`config.mk`:
```
export PLATFORM = sky130hd
export DESIGN_NAME = bigadd_pipe
export DESIGN_NICKNAME = d
export VERILOG_FILES = /design/src/rtl/bigadd_pipe.sv
export SDC_FILE = /design/constraint.sdc
export NUM_CORES = 1
export LEC_CHECK = 0
export CORE_ASPECT_RATIO = 1.75
export CORE_MARGIN = 5
export CORE_UTILIZATION = 27
export CTS_BUF_LIST = sky130_fd_sc_hd__clkbuf_4 sky130_fd_sc_hd__clkbuf_8
export DETAILED_ROUTE_END_ITERATION = 16
export SLEW_MARGIN = 20
export SYNTH_ARGS = -nofsm -noshare
export SYNTH_HDL_FRONTEND = slang
export SYNTH_SLANG_ARGS = --single-unit
```
`constraint.sdc`:
```
create_clock -name i_clk -period 8.49 [get_ports i_clk]
set_input_delay 1.2735 -clock i_clk [delete_from_list [all_inputs] [get_ports i_clk]]
set_output_delay 1.2735 -clock i_clk [all_outputs]
set_load 0.01 [all_outputs]
```
`src/rtl/bigadd_pipe.sv`:
```
// Pipelined DW-bit adder/subtractor: one LW-bit lane is resolved per advancing edge,
// so the critical path stays one LW-bit add regardless of DW. Sync strobe rides with the data.
module bigadd_pipe #(
    parameter int DW = 64,
    parameter int LW = 32
) (
    input  logic          i_clk,
    input  logic          i_reset,
    input  logic          i_ce,
    input  logic          i_sync,
    input  logic          i_sub,
    input  logic [DW-1:0] i_a,
    input  logic [DW-1:0] i_b,
    output logic [DW-1:0] o_r,
    output logic          o_carry,
    output logic          o_ovf,
    output logic          o_sync
);

    localparam int NL = DW / LW;

    generate
        if (LW < 1 || (DW % LW) != 0) begin : g_bad_params
            $error("bigadd_pipe: DW must be a positive multiple of LW");
        end
    endgenerate

    // Stage k inputs (w_*[k]) and registered outputs (r_*[k]), k = 1..NL.
    logic [DW-1:0] w_a    [1:NL];
    logic [DW-1:0] w_b    [1:NL];
    logic [DW-1:0] w_s    [1:NL];
    logic [DW-1:0] w_sn   [1:NL];
    logic          w_c    [1:NL];
    logic          w_sync [1:NL];
    logic          w_vld  [1:NL];
    logic [LW:0]   w_lsum [1:NL];

    logic [DW-1:0] r_a    [1:NL];
    logic [DW-1:0] r_b    [1:NL];
    logic [DW-1:0] r_s    [1:NL];
    logic          r_c    [1:NL];
    logic          r_sync [1:NL];
    logic          r_vld  [1:NL];
    logic          r_fresh;

    // Stage 1 is fed straight from the ports: B is inverted and carry-in is 1 for subtract.
    always_comb begin
        w_a[1]    = i_a;
        w_b[1]    = i_sub ? ~i_b : i_b;
        w_s[1]    = '0;
        w_c[1]    = i_sub;
        w_sync[1] = i_sync;
        w_vld[1]  = 1'b1;
        for (int k = 2; k <= NL; k++) begin
            w_a[k]    = r_a[k-1];
            w_b[k]    = r_b[k-1];
            w_s[k]    = r_s[k-1];
            w_c[k]    = r_c[k-1];
            w_sync[k] = r_sync[k-1];
            w_vld[k]  = r_vld[k-1];
        end
    end

    genvar g;
    generate
        for (g = 1; g <= NL; g++) begin : g_lane
            assign w_lsum[g] = {1'b0, w_a[g][g*LW-1 -: LW]}
                             + {1'b0, w_b[g][g*LW-1 -: LW]}
                             + {{LW{1'b0}}, w_c[g]};
        end
    endgenerate

    always_comb begin
        for (int k = 1; k <= NL; k++) begin
            w_sn[k] = w_s[k];
            w_sn[k][(k-1)*LW +: LW] = w_lsum[k][LW-1:0];
        end
    end

    always_ff @(posedge i_clk) begin
        if (i_reset) begin
            for (int k = 1; k <= NL; k++) begin
                r_a[k]    <= '0;
                r_b[k]    <= '0;
                r_s[k]    <= '0;
                r_c[k]    <= 1'b0;
                r_sync[k] <= 1'b0;
                r_vld[k]  <= 1'b0;
            end
            r_fresh <= 1'b0;
        end else begin
            if (i_ce) begin
                for (int k = 1; k <= NL; k++) begin
                    r_a[k]    <= w_a[k];
                    r_b[k]    <= w_b[k];
                    r_s[k]    <= w_sn[k];
                    r_c[k]    <= w_lsum[k][LW];
                    r_sync[k] <= w_sync[k];
                    r_vld[k]  <= w_vld[k];
                end
            end
            // Marks that the last edge advanced, so a held result never re-fires o_sync.
            r_fresh <= i_ce;
        end
    end

    assign o_r     = r_s[NL];
    assign o_carry = r_c[NL];
    assign o_ovf   = (r_a[NL][DW-1] == r_b[NL][DW-1]) && (r_s[NL][DW-1] != r_a[NL][DW-1]);
    assign o_sync  = r_sync[NL] & r_vld[NL] & r_fresh & i_ce;

endmodule

```
==> run metrics <==
Final Hold Fails 0; first-pass GRT wire length 42.7 mm; CTS tree yes; Post-CTS Setup Inserts 0; Layout area overhead 28.2%; post-synth top area share 49.8%; clk slew on worst S/H paths 0.10 ns; crit path DAT 4.78 ns; drt initial violations 349; Crit Path Max Fanout 39; Post-CTS Hold Fix Bufs 0; layout cells sized above 1 5.81%; largest cells by area after synthesis edfxtp_1, ha_1, xnor2_1, and2_1, xor2_1; Vias/cell 4.63; core area 0.0374 mm²; root buffer selected by CTS clkbuf_8; adder-cell share of the synthesized area 8.25%; Setup CP Type in2reg; Worst-Skew Late Latency 0.49 ns; number of global-route vias before repair 7910; crit start category primary input; P per Cell Area 178 mW/mm²; VDD IR max 0.0000885 V; fin. max-slew vios 0; row count 94; Syn Inst Count 923; Slew Limit Headroom 41.5%; post-CTS sizing 0; routed len/inst 17.4 µm; PortBufs 199; Die H 266 µm; Max-cap violations 0; Post-synth EDFFs 168; I/O pin total 200; Post-Synthesis Cell Area 0.0101 mm²; simple-gate share of the synthesized area 15.2%; DPL Wire Length 21.3 mm; fmax 0.221 GHz; Required @ worst endpoint 8.74 ns; GRT Resource Usage Total 13.3%; compound-gate portion of the synthesized area 13.3%; Fillers 3815; H-Tree Depth 4; initial antenna violation count 4; Starting Density 27.1%; Synth Net Count 1121; synth warn 0; Crit. Startpoint i_sub; clock skew 0.0121 ns; largest family of logic cells by synthesized area simple AND/OR/NAND/NOR gates; status finished clean; CP Capture Type flop; Synth Register Bits 169; ANT nets after route 0; Post-Synth XOR/XNOR Area 9.42%; GR Overflow Total 0; Die X 156 µm; Slew @ Worst Pin 0.878 ns; Post-Place Worst Slack 3.37 ns; clock sinks 169; Post-Route WL 27.9 mm; worst hold slack 0.527 ns; synth unique cells 66; fraction of registers with async set/reset 0%; syn_area_per_cell 11.0 µm²; Detailed Routing Iterations Pass 1 4; Vias 7420; setup tns final 0 ns; commonest register cell after synthesis edfxtp_1; RSZ-0062 raised after global routing false; Final #Nets 1303; Yosys top cell by area edfxtp_1; leakage 5.02 nW; Max Root-Sink Buffers 2; routability cong. 0.887; sequential element share of the synthesized area 50.0%; Final WS setup 3.96 ns; Final Cycle Share 53.4%; TritonCTS Buffers 17; mux contribution to synthesized area 0.692%; total power 2.32 mW; worst hold start r_vld[1]$_DFFE_PP_; # setup viols final 0; HP Class reg2reg; fin crit period 4.53 ns; reg2reg start r_b[1][32]$_SDFFCE_PN0P_; Die ar. 0.0416 mm²; # DRC 0; largest net degree at the start of global routing 65
metal layers:
| metal | share of wire, % | GRT usage, % | routed length, µm |
|---|---|---|---|
| met2 | 56 | 25.7 | 15700 |
| met3 | 5.0 | 2.99 | 1390 |
| met1 | 36 | 13.5 | 10100 |
| met5 | 0.025 | 0 | 7 |
| met4 | 2.7 | 5.35 | 751 |
sequential cells by signal (all words and copies together) (netlist names):
register and count:
r_a 33, r_c 2, r_s 96, r_b 33
r_sync 2, r_vld 2, r_fresh 1
kinds of logic (layout without fill, tap and decap cells):
| group | after synthesis | in the layout |
|---|---|---|
| mux | 7 | 7 |
| xor+xnor | 109 | 109 |
| simple gates | 314 | 314 |
| flops | 169 | 169 |
| buf+inv | 62 | 257 |
| compound gates | 197 | 197 |
| other cells | 0 | 4 |
| fa+ha+maj | 65 | 65 |
cell usage after synthesis (5+ instances only):
cell type	count
clkbuf_1	27
mux2i_1	7
nor2_1	113
o21bai_1	11
nand4_1	10
o211ai_1	6
and3_1	5
xor2_1	52
nand2b_1	10
o21ai_0	32
buf_1	7
o21a_1	7
nor3_1	13
xnor2_1	57
nand2_1	52
a21o_1	28
edfxtp_1	168
nand3_1	15
nor2b_1	5
a21oi_1	62
ha_1	62
a31oi_1	5
a211oi_1	6
inv_1	21
and2_1	75
report_power, final:
part | switching, mW | total [mW] | internal, mW | leakage [nW]
clock network | 0.325 | 0.652 | 0.326 | 0.213
registers | 0.0252 | 1.03 | 1.01 | 1.84
logic | 0.342 | 0.633 | 0.291 | 2.97
total | 0.693 | 2.32 | 1.63 | 5.02
through the flow:
stage / area (µm²) / util, % / cells
4_1_cts: 13000 / 34.7 / 1598
2_1_floorplan: 10100 / - / 923
5_1_grt: 13000 / 34.7 / 1599
3_5_place_dp: 12500 / 33.5 / 1566
6_report: 13000 / 34.7 / 1602
3_3_place_gp: 12500 / 33.5 / 1566
cell usage in the layout (no fill, tap or decap), types with 5 or more instances in the layout:
cell type | synthesis | routed
nor3_1 | 13 | 13
nand2b_1 | 10 | 9
nand2_1 | 52 | 52
clkbuf_8 | 1 | 17
nand3_1 | 15 | 15
a21oi_1 | 62 | 62
o21ai_0 | 32 | 32
nor2b_1 | 5 | 5
and2_1 | 75 | 75
a211oi_1 | 6 | 6
o21bai_1 | 11 | 11
mux2i_1 | 7 | 7
o21a_1 | 7 | 7
xnor2_1 | 57 | 57
buf_4 | 0 | 6
clkdlybuf4s50_1 | 0 | 198
xor2_1 | 52 | 52
ha_1 | 62 | 62
nand4_1 | 10 | 10
edfxtp_1 | 168 | 168
and3_1 | 5 | 5
o211ai_1 | 6 | 6
inv_1 | 21 | 20
a21o_1 | 28 | 28
a31oi_1 | 5 | 5
nor2_1 | 113 | 113
critical path, cell delays in order:
cell     delay, ns
buf_4         0.38
buf_4         0.61
xor2_1        0.17
ha_1          0.37
and2_1        0.18
a221o_1       0.30
a31oi_1       0.38
o31ai_2       0.19
a21o_1        0.26
a21oi_2       0.32
o21ai_0       0.15
mux2i_1       0.14
worst paths after layout:
path                                            endpoint  slack (ns)  cells past startpoint
worst max-delay path            r_s[1][25]$_SDFFCE_PN0P_        3.96                     12
worst min-delay path                  r_vld[2]$_DFFE_PP_        0.53                      1
worst max register to register  r_s[2][62]$_SDFFCE_PN0P_        5.20                     11
worst min register to register        r_vld[2]$_DFFE_PP_        0.53                      1
area by class of cell:
type | count | area, µm² | area share (%)
well taps | 480 | 601 | 4.62
inverters | 21 | 78.8 | 0.607
clock inverters | 15 | 213 | 1.64
diodes | 4 | 10.0 | 0.0770
repair buffers | 204 | 2030 | 15.6
multi-input cells | 692 | 4760 | 36.7
clock buffers | 17 | 234 | 1.80
flip-flops and latches | 169 | 5060 | 39.0
Power figures use the tool's default switching activity.
